`src/rtl/fault_inject_ctrl_if.sv`:
```
// Request, frame-buffer and reconfiguration signals of fault_inject_ctrl.
// slave is the controller side; master is the requester / buffer / config side.
interface fault_inject_ctrl_if;
  logic        req_valid;
  logic        req_ready;
  logic [11:0] req_bit;
  logic [12:0] buf_addr;
  logic [31:0] buf_rdata;
  logic [31:0] buf_wdata;
  logic        buf_we;
  logic        cfg_req;
  logic        cfg_ack;
  logic        busy;
  logic        done;
  logic        err;
  logic [31:0] last_word;

  modport master (
    output req_valid, req_bit, buf_rdata, cfg_ack,
    input  req_ready, buf_addr, buf_wdata, buf_we, cfg_req, busy, done, err, last_word
  );

  modport slave (
    input  req_valid, req_bit, buf_rdata, cfg_ack,
    output req_ready, buf_addr, buf_wdata, buf_we, cfg_req, busy, done, err, last_word
  );
endinterface

```
`src/rtl/fault_inject_ctrl.sv`:
```
// Single-bit fault injector: read-modify-write of one frame word, then a reconfiguration handshake.
// FI_RESTORE_EN adds a write-back of the original word and a second reconfiguration exchange.
module fault_inject_ctrl #(
  parameter int FRAME_OFFSET = 105,
  parameter int FRAME_WORDS  = 101,
  parameter int ACK_TIMEOUT  = 1023
) (
  input  logic                  clk,
  input  logic                  rst,
  fault_inject_ctrl_if.slave    io
);

  localparam logic [3:0] S_IDLE   = 4'd0;
  localparam logic [3:0] S_RD     = 4'd1;
  localparam logic [3:0] S_WT     = 4'd2;
  localparam logic [3:0] S_WR     = 4'd3;
  localparam logic [3:0] S_CFG    = 4'd4;
  localparam logic [3:0] S_CWAIT  = 4'd5;
  localparam logic [3:0] S_DONE   = 4'd6;
`ifdef FI_RESTORE_EN
  localparam logic [3:0] S_RWR    = 4'd7;
  localparam logic [3:0] S_RCFG   = 4'd8;
  localparam logic [3:0] S_RCWAIT = 4'd9;
`endif

  localparam int          CW       = (ACK_TIMEOUT > 1) ? $clog2(ACK_TIMEOUT) : 1;
  localparam logic [CW-1:0] CNT_LAST = CW'(ACK_TIMEOUT - 1);
  localparam logic [12:0] OFF      = 13'(FRAME_OFFSET);
  localparam logic [31:0] FW       = 32'(FRAME_WORDS);

  logic [3:0]    state_q, state_d;
  logic [12:0]   addr_q, addr_d;
  logic [4:0]    bit_q, bit_d;
  logic [31:0]   wdata_q, wdata_d;
  logic [31:0]   last_q, last_d;
  logic [CW-1:0] cnt_q, cnt_d;
  logic          err_q, err_d;
  logic [6:0]    word_idx;
  logic          timed_out;
`ifdef FI_RESTORE_EN
  logic [31:0]   word_q, word_d;
`endif

  assign word_idx  = io.req_bit[11:5];
  assign timed_out = (cnt_q == CNT_LAST);

  always_comb begin
    state_d = state_q;
    addr_d  = addr_q;
    bit_d   = bit_q;
    wdata_d = wdata_q;
    last_d  = last_q;
    cnt_d   = cnt_q;
    err_d   = 1'b0;
`ifdef FI_RESTORE_EN
    word_d  = word_q;
`endif
    case (state_q)
      S_IDLE: begin
        if (io.req_valid) begin
          if ({25'd0, word_idx} >= FW) begin
            err_d = 1'b1;
          end else begin
            addr_d  = OFF + {6'd0, word_idx};
            bit_d   = io.req_bit[4:0];
            state_d = S_RD;
          end
        end
      end
      S_RD: state_d = S_WT;
      S_WT: begin
        // Flipped word is registered here so buf_wdata and last_word are stable in WR.
        wdata_d = io.buf_rdata ^ (32'd1 << bit_q);
        last_d  = wdata_d;
`ifdef FI_RESTORE_EN
        word_d  = io.buf_rdata;
`endif
        state_d = S_WR;
      end
      S_WR: state_d = S_CFG;
      S_CFG: begin
        cnt_d   = '0;
        state_d = S_CWAIT;
      end
      S_CWAIT: begin
        if (io.cfg_ack) begin
`ifdef FI_RESTORE_EN
          wdata_d = word_q;
          state_d = S_RWR;
`else
          state_d = S_DONE;
`endif
        end else if (timed_out) begin
          err_d   = 1'b1;
          state_d = S_IDLE;
        end else begin
          cnt_d = cnt_q + 1'b1;
        end
      end
`ifdef FI_RESTORE_EN
      S_RWR: state_d = S_RCFG;
      S_RCFG: begin
        cnt_d   = '0;
        state_d = S_RCWAIT;
      end
      S_RCWAIT: begin
        if (io.cfg_ack) begin
          state_d = S_DONE;
        end else if (timed_out) begin
          err_d   = 1'b1;
          state_d = S_IDLE;
        end else begin
          cnt_d = cnt_q + 1'b1;
        end
      end
`endif
      S_DONE:  state_d = S_IDLE;
      default: state_d = S_IDLE;
    endcase
  end

  always_ff @(posedge clk) begin
    if (rst) begin
      state_q <= S_IDLE;
      addr_q  <= '0;
      bit_q   <= '0;
      wdata_q <= '0;
      last_q  <= '0;
      cnt_q   <= '0;
      err_q   <= 1'b0;
`ifdef FI_RESTORE_EN
      word_q  <= '0;
`endif
    end else begin
      state_q <= state_d;
      addr_q  <= addr_d;
      bit_q   <= bit_d;
      wdata_q <= wdata_d;
      last_q  <= last_d;
      cnt_q   <= cnt_d;
      err_q   <= err_d;
`ifdef FI_RESTORE_EN
      word_q  <= word_d;
`endif
    end
  end

  assign io.req_ready = (state_q == S_IDLE) && !rst;
  assign io.buf_addr  = addr_q;
  assign io.buf_wdata = wdata_q;
  assign io.last_word = last_q;
  assign io.busy      = (state_q != S_IDLE);
  assign io.done      = (state_q == S_DONE);
  assign io.err       = err_q;
`ifdef FI_RESTORE_EN
  assign io.buf_we    = (state_q == S_WR) || (state_q == S_RWR);
  assign io.cfg_req   = (state_q == S_CFG) || (state_q == S_CWAIT) ||
                        (state_q == S_RCFG) || (state_q == S_RCWAIT);
`else
  assign io.buf_we    = (state_q == S_WR);
  assign io.cfg_req   = (state_q == S_CFG) || (state_q == S_CWAIT);
`endif

endmodule

```
`src/flat_wrapper.sv`:
```
// flat-port wrapper written by rule: the top's interface ports become plain ports
module fault_inject_ctrl_flat 
#(
  parameter int FRAME_OFFSET = 105,
  parameter int FRAME_WORDS  = 101,
  parameter int ACK_TIMEOUT  = 1023
)
  (clk, rst, io_req_valid, io_req_bit, io_buf_rdata, io_cfg_ack, io_req_ready, io_buf_addr, io_buf_wdata, io_buf_we, io_cfg_req, io_busy, io_done, io_err, io_last_word);
  fault_inject_ctrl_if io_i ();
  input  logic clk;
  input  logic rst;
  input wire logic [$bits(io_i.req_valid)-1:0] io_req_valid;
  input wire logic [$bits(io_i.req_bit)-1:0] io_req_bit;
  input wire logic [$bits(io_i.buf_rdata)-1:0] io_buf_rdata;
  input wire logic [$bits(io_i.cfg_ack)-1:0] io_cfg_ack;
  output wire logic [$bits(io_i.req_ready)-1:0] io_req_ready;
  output wire logic [$bits(io_i.buf_addr)-1:0] io_buf_addr;
  output wire logic [$bits(io_i.buf_wdata)-1:0] io_buf_wdata;
  output wire logic [$bits(io_i.buf_we)-1:0] io_buf_we;
  output wire logic [$bits(io_i.cfg_req)-1:0] io_cfg_req;
  output wire logic [$bits(io_i.busy)-1:0] io_busy;
  output wire logic [$bits(io_i.done)-1:0] io_done;
  output wire logic [$bits(io_i.err)-1:0] io_err;
  output wire logic [$bits(io_i.last_word)-1:0] io_last_word;
  assign io_i.req_valid = io_req_valid;
  assign io_i.req_bit = io_req_bit;
  assign io_i.buf_rdata = io_buf_rdata;
  assign io_i.cfg_ack = io_cfg_ack;
  assign io_req_ready = io_i.req_ready;
  assign io_buf_addr = io_i.buf_addr;
  assign io_buf_wdata = io_i.buf_wdata;
  assign io_buf_we = io_i.buf_we;
  assign io_cfg_req = io_i.cfg_req;
  assign io_busy = io_i.busy;
  assign io_done = io_i.done;
  assign io_err = io_i.err;
  assign io_last_word = io_i.last_word;
  fault_inject_ctrl #(.FRAME_OFFSET(FRAME_OFFSET), .FRAME_WORDS(FRAME_WORDS), .ACK_TIMEOUT(ACK_TIMEOUT)) u_core (.clk(clk), .rst(rst), .io(io_i));
endmodule
```
`config.mk`:
```
export PLATFORM = sky130hd
export DESIGN_NAME = fault_inject_ctrl_flat
export DESIGN_NICKNAME = d
export VERILOG_FILES = /design/src/rtl/fault_inject_ctrl_if.sv /design/src/rtl/fault_inject_ctrl.sv /design/src/flat_wrapper.sv
export SDC_FILE = /design/constraint.sdc
export NUM_CORES = 1
export LEC_CHECK = 0
export CORE_AREA = 2 2 82 103
export DETAILED_ROUTE_END_ITERATION = 8
export DIE_AREA = 0 0 84 105
export PLACE_DENSITY = 0.86
export SYNTH_ARGS = -nofsm -noshare
export SYNTH_HDL_FRONTEND = slang
export SYNTH_SLANG_ARGS = --single-unit
```
`constraint.sdc`:
```
create_clock -name clk -period 2 [get_ports clk]
set_clock_uncertainty 0.1 [all_clocks]
set_input_delay 0.4 -clock clk [delete_from_list [all_inputs] [get_ports clk]]
set_output_delay 0.4 -clock clk [all_outputs]
set_load 0.1 [all_outputs]
```
==> results.ini, run 1 <==
[status]
status=completed

[clock_tree]
htree_num_levels=3
cts_buffer_depth=2
clock_latency_ns=0.33
numCtsBuffers=9
clkTransAtPathRegs_ns=0.07
hold_buffers=0
cts.sinks=59
cts_tree=done
cts-root-buf=clkbuf_8

[critical_path]
cp-start-kind=flip-flop
worstSetupPathType=reg -> out
reg2reg_depth=6
required_ns=1.50
cp_max_fo=9
crit_arrival_ns=1.49
cp-end-kind=output port

[timing]
max-slew-margin-rel_pct=61.76
fin_tns_setup_ns=0
worst_pin_slew_ns=0.5715
period_share_pct=99.33
setup_ws_ns=0.01333
hold-worst-slack_ns=0.3215
period_minus_slack_ns=1.987
max_freq_mhz=503.4
hold_viol_final=0
rsz0062_at_grt=true
setup_violations=0
slew_violations=0

[route]
viasPerCell=5.431
wl_um=9628
vias=3291
drcViolationCount=0
first_iter_violations=182
wl_per_cell_um=15.89
firstDrtPassIters=4
ant_nets=0

[finish]
nNetsFinal=558
insertedDiodeCount=0
utilization_pct=71.10
stdcell_area_um2=5540
drive_above_1_share_pct=27.79
instances_no_fill=606
multi_input_area_um2=1794
syn2layout_area_growth_pct=65.22
regArea_um2=1191
fill_cells=527

[synth]
synth_largest_area_cell=dfxtp_1
yosysMostFrequentCell=nor2_1
async_flop_share_pct=0
synth_warnings=0
synth_top_family_by_area=simple AND/OR/NAND/NOR gates
synthAdderAreaFrac_pct=1.493
synth.distinct_cells=50
netlist_area_um2=3353
synth_compound_area_share_pct=15.34
syn_avg_cell_area_um2=8.446
yosys.area_share.simple_pct=22.54
syn_inst=397
synth_top_area_share_pct=35.22
yosysSeqAreaShare_pct=35.22
netlist_top_cells_count=nor2_1 (60), dfxtp_1 (59), buf_4 (37), a211oi_1 (35), xnor2_1 (20)
synth.mux.area_fraction_pct=2.985
dominantRegCellSynth=dfxtp_1
synth_edf_count=0
ys_top_cells_by_area=dfxtp_1 (35%), buf_4 (8.3%), a211oi_1 (7.8%)
synth_xor_area_share_pct=9.664
ys_ff_latch=59

[placement]
placed_cell_area_um2=5269
numPortBuffers=125
pre_cts_ws_ns=-0.4017
dp_cells=585
gp_congestion=0.8590
post-dp-hpwl_um=7282

[power_and_ir_drop]
leakage_nw=2.075
p_per_area_nw_per_um2=1494
peakVddDrop_v=0.001059
power_mw=8.277

[grt]
grt_util_all_layers_pct=21.65
grt_max_degree=65
grt_pass1_wl_um=15630
grt-ovfl-total=0
antenna_found_initial=0
grt_pass1_vias=3335

[hold_path]
min_delay_path_depth=2
hp-class=in -> reg

[job]
drv_cap=0

[floorplanning]
die_x_um=84
core-area_um2=7792
io_pins=131
rows=36
dieArea_um2=8820
chipHeight_um=105
start_util_pct=43.03

[where the power goes]
group / total [mW] / switching (mW) / internal [mW]
clock: 1.11 / 0.499 / 0.609
sequential: 1.81 / 0.404 / 1.41
combinational: 5.36 / 3.52 / 1.84
total: 8.28 / 4.42 / 3.86
[area by class of cell]
class	count	share of cell area (%)
flip-flops and latches	59	21.50
multi-input cells	274	32.38
inverters	8	0.5420
repair buffers	154	39.79
clock inverters	6	1.152
well taps	95	2.145
clock buffers	10	2.484
[layer usage]
layer / up-vias / global-route usage [%] / part of all wire, %
li1: 1566 / - / -
met1: 1572 / 23.29 / 37
met2: 127 / 39.94 / 55
met3: 26 / 3.712 / 5.0
met4: 0 / 11.18 / 3.5
met5: - / 0 / 0
[cells by family (layout without fill, tap and decap cells)]
kind of cell / after synthesis / count (layout)
mux: 10 / 10
fa+ha+maj: 4 / 4
flops: 59 / 59
other cells: 1 / 5
simple gates: 149 / 149
xor+xnor: 37 / 37
compound gates: 69 / 69
buf+inv: 68 / 178
[critical path, stage by stage, from the launching register on]
cell     delay (ns)
dfxtp_2        0.32
buf_6          0.13
or3_4          0.40
nor2_4         0.12
buf_12         0.18
[timing repair]
action | in CTS | in global routing
pin swaps | 4 | 1
cloned | 1 | 0
endpoints found under the setup margin | 12 | 13
buffers inserted | 4 | 0
gates resized for setup | 14 | 4
[placed cells by master, fill, tap and decap left out, types with 6 or more instances in the layout]
cell type and instances:
a211oi_1 35, a21oi_1 10, buf_12 74, buf_4 27
clkbuf_8 10, clkdlybuf4s50_1 43, dfxtp_1 55, inv_1 7
mux2i_1 10, nand2_1 19, nand3_1 12, nor2_1 59
nor3_1 8, nor3b_1 6, xnor2_1 20, xor2_1 17
[registers in the layout, summed over array words and instances, names as in the netlist]
register	count
u_core.io.buf_wdata	32
u_core.cnt_q	10
u_core.io.buf_addr	8
u_core.bit_q	5
u_core.state_q	3
u_core.io.err	1
[final timing paths]
kind | endpoint | start | slack, ns
worst max-delay path | io_req_ready | u_core.state_q[2] | 0.01
worst min-delay path | u_core.state_q[1] | rst | 0.32
worst max register to register | u_core.bit_q[3] | u_core.state_q[0] | 0.09
worst min register to register | u_core.cnt_q[5] | u_core.cnt_q[5] | 0.40
(Power assumes the default switching activity.)
==> inputs of run 2 (changes only) <==
--- a/config.mk
+++ b/config.mk
@@ -9,6 +9,7 @@
 export DETAILED_ROUTE_END_ITERATION = 8
 export DIE_AREA = 0 0 84 105
 export PLACE_DENSITY = 0.86
+export SKIP_LAST_GASP = 1
 export SYNTH_ARGS = -nofsm -noshare
 export SYNTH_HDL_FRONTEND = slang
 export SYNTH_SLANG_ARGS = --single-unit
==> constraint.sdc (replaced) <==
create_clock -name clk -period 2.2 [get_ports clk]
set_clock_uncertainty 0.1 [all_clocks]
set_input_delay 0.44 -clock clk [delete_from_list [all_inputs] [get_ports clk]]
set_output_delay 0.44 -clock clk [all_outputs]
set_load 0.1 [all_outputs]
==> run 2 against run 1 <==
Final cell count down 1.8%. Worst hold slack gained 0.051 ns. Register-to-register slack better by 0.17 ns. Clock power shrank 8%. First-iteration DRC count is 18% lower. Sequential share of layout area is 4.3 points higher. Critical path type is now in -> reg. Sequential power shrank 19%. Clock-buffer cell count unchanged. Power shrank 21%.
==> results.ini, run 2 (same netlist as run 1, synthesis figures left out) <==
[grt]
grt-ovfl-total=0  ; unchanged
grt_pass1_wl_um=13980  ; -11%
grt_max_degree=65  ; unchanged
grt_pass1_vias=2954  ; -11%
grt_util_all_layers_pct=19.39  ; -2.3 points
antenna_found_initial=0  ; unchanged

[route]
firstDrtPassIters=4  ; unchanged
vias=3116  ; -5.3%
ant_nets=0  ; unchanged
first_iter_violations=149  ; -18%
viasPerCell=5.237  ; -3.6%
drcViolationCount=0  ; unchanged
wl_um=8752  ; -9.1%
wl_per_cell_um=14.71  ; -7.4%

[critical_path]
cp-start-kind=input port
path_cells=clkdlybuf4s50_1 > inv_1 > ha_1 > or3_1 > a211oi_4 > buf_6 > buf_4 > o21ai_0 > a21oi_1
r2r_slack_ns=0.26  ; +0.17 ns
cp_slowest_cell=clkdlybuf4s50_1
crit_arrival_ns=2.29  ; +0.80 ns
required_ns=2.37  ; +0.87 ns
cpPeakStageDelay_ns=0.48  ; +0.08 ns
worstSetupPathType=in -> reg
cp-end-kind=flip-flop
cp_max_fo=10  ; +1

[finish]
drive_above_1_share_pct=25.00  ; -2.8 points
insertedDiodeCount=0  ; unchanged
nNetsFinal=547  ; -2.0%
largest_reg_flops=32  ; unchanged
final_common_cell=buf_4
final_cell_mix=buf_4 (89), nor2_1 (59), dfxtp_1 (58)
syn2layout_area_growth_pct=36.68
stdcell_area_um2=4583  ; -17%

[power_and_ir_drop]
pwr-share-clk_pct=15.6  ; +2.2 points
pwr-share-seq_pct=22.6  ; +0.7 points
p_switching_mw=3.818  ; -14%
power_mw=6.524  ; -21%
leakage_nw=1.793  ; -14%
swShare_pct=58.52  ; +5.1 points
p_int_mw=2.706  ; -30%
p_per_area_nw_per_um2=1423  ; -4.7%
peakVddDrop_v=0.0008848  ; -16%
p_comb_share_pct=61.8  ; -2.9 points

[timing]
max-slew-margin-rel_pct=63.14  ; +1.4 points
slew_violations=0  ; unchanged
period_minus_slack_ns=2.122
worst_pin_slew_ns=0.5508  ; -0.02064 ns
rsz0062_at_grt=false
max_freq_mhz=471.2
period_share_pct=96.47
setup_violations=0  ; unchanged
hold_viol_final=0  ; unchanged

[clock_tree]
cts.sinks=59  ; unchanged
cts_tree=done
htree_num_levels=3  ; unchanged
clkTransAtPathRegs_ns=0.07  ; about the same
cts_buffer_depth=2  ; unchanged
numCtsBuffers=9  ; unchanged
hold_buffers=0  ; unchanged
clock_latency_ns=0.34  ; about the same
cts-root-buf=clkbuf_8

[placement]
post-dp-hpwl_um=6518  ; -10%
placed_cell_area_um2=4365  ; -17%
gp_congestion=0.8442  ; -1.7%
numPortBuffers=125  ; unchanged

[floorplanning]
start_util_pct=43.03  ; unchanged
io_pins=131  ; unchanged
chipHeight_um=105  ; unchanged
rows=36  ; unchanged
dieArea_um2=8820  ; unchanged
core-area_um2=7792  ; unchanged
die_x_um=84  ; unchanged

[job]
drv_cap=0  ; unchanged

[hold_path]
hp-class=in -> reg

[status]
status=completed

[run 2: power groups by stage]
stage | Clock (mW) | Sequential, mW | Combinational, mW
CTS | 1.03 | 1.47 | 4.03
detailed placement | 0 | 1.49 | 4.03
global placement | 0 | 1.48 | 3.99
finish | 1.02 | 1.47 | 4.03
floorplan | 0 | 2.69 | 2.17
global route | 1.09 | 1.51 | 4.16
[run 2: worst max-delay path, delay by kind of cell]
kind / cells / cell delay (ns)
AND/OR/NAND/NOR: 1 / 0.35
adder cells (fa/ha/maj): 1 / 0.18
buffers and inverters: 4 / 0.85
AO/OA/AOI/OAI: 3 / 0.47
[run 2: cell type report]
cell class                      instances  area [µm²]
Sequential cell                        59        1182
Tap cell                               95       118.9
Fill cell                             698        3209
Clock inverter                          6       63.81
Clock buffer                           10       137.6
Multi-Input combinational cell        274        1785
Inverter                                8       30.03
Timing Repair Buffer                  143        1265
[run 2: repair_timing]
item / in CTS / in global routing
buffers inserted: 0 / 1
resized for setup: 0 / 3
endpoints found under the setup margin: 0 / 2
[run 2: worst paths after layout]
check / from / to / cells after the start
setup / recovery: io_req_bit[6] / u_core.io.buf_addr[3] / 9
hold / removal: rst / u_core.state_q[1] / 2
setup reg to reg: u_core.state_q[2] / u_core.io.buf_addr[3] / 6
hold reg to reg: u_core.cnt_q[8] / u_core.cnt_q[8] / 2
[run 2: metrics by stage]
stage	worst slack (ns)	hold slack [ns]	setup TNS (ns)	utilization [%]	cells
after floorplan	0.09752	0.3523	0	-	401
after global placement	-0.1965	0.3687	-2.331	56.02	578
after detailed placement	-0.2483	0.3800	-3.061	56.02	578
after CTS	0.01238	0.3698	0	58.61	594
after global routing	0.0004288	0.3844	0	58.82	595
final	0.07756	0.3726	0	58.82	595
[run 2: layer usage]
layer / vias to the layer above / track usage, % / part of all wire (%)
met1: 1435 / 22.48 / 40
met2: 107 / 34.06 / 52
met5: - / 0 / 0
met3: 21 / 3.633 / 5.0
met4: 0 / 9.217 / 2.5
li1: 1553 / - / -
==> inputs of run 3 (changes only) <==
--- a/config.mk
+++ b/config.mk
@@ -8,6 +8,7 @@
 export CORE_AREA = 2 2 82 103
 export DETAILED_ROUTE_END_ITERATION = 8
 export DIE_AREA = 0 0 84 105
+export HOLD_SLACK_MARGIN = 0.05
 export PLACE_DENSITY = 0.86
 export SKIP_LAST_GASP = 1
 export SYNTH_ARGS = -nofsm -noshare
==> results of run 3 <==
Final layout, timing and power as in run 2 (identical DEF).
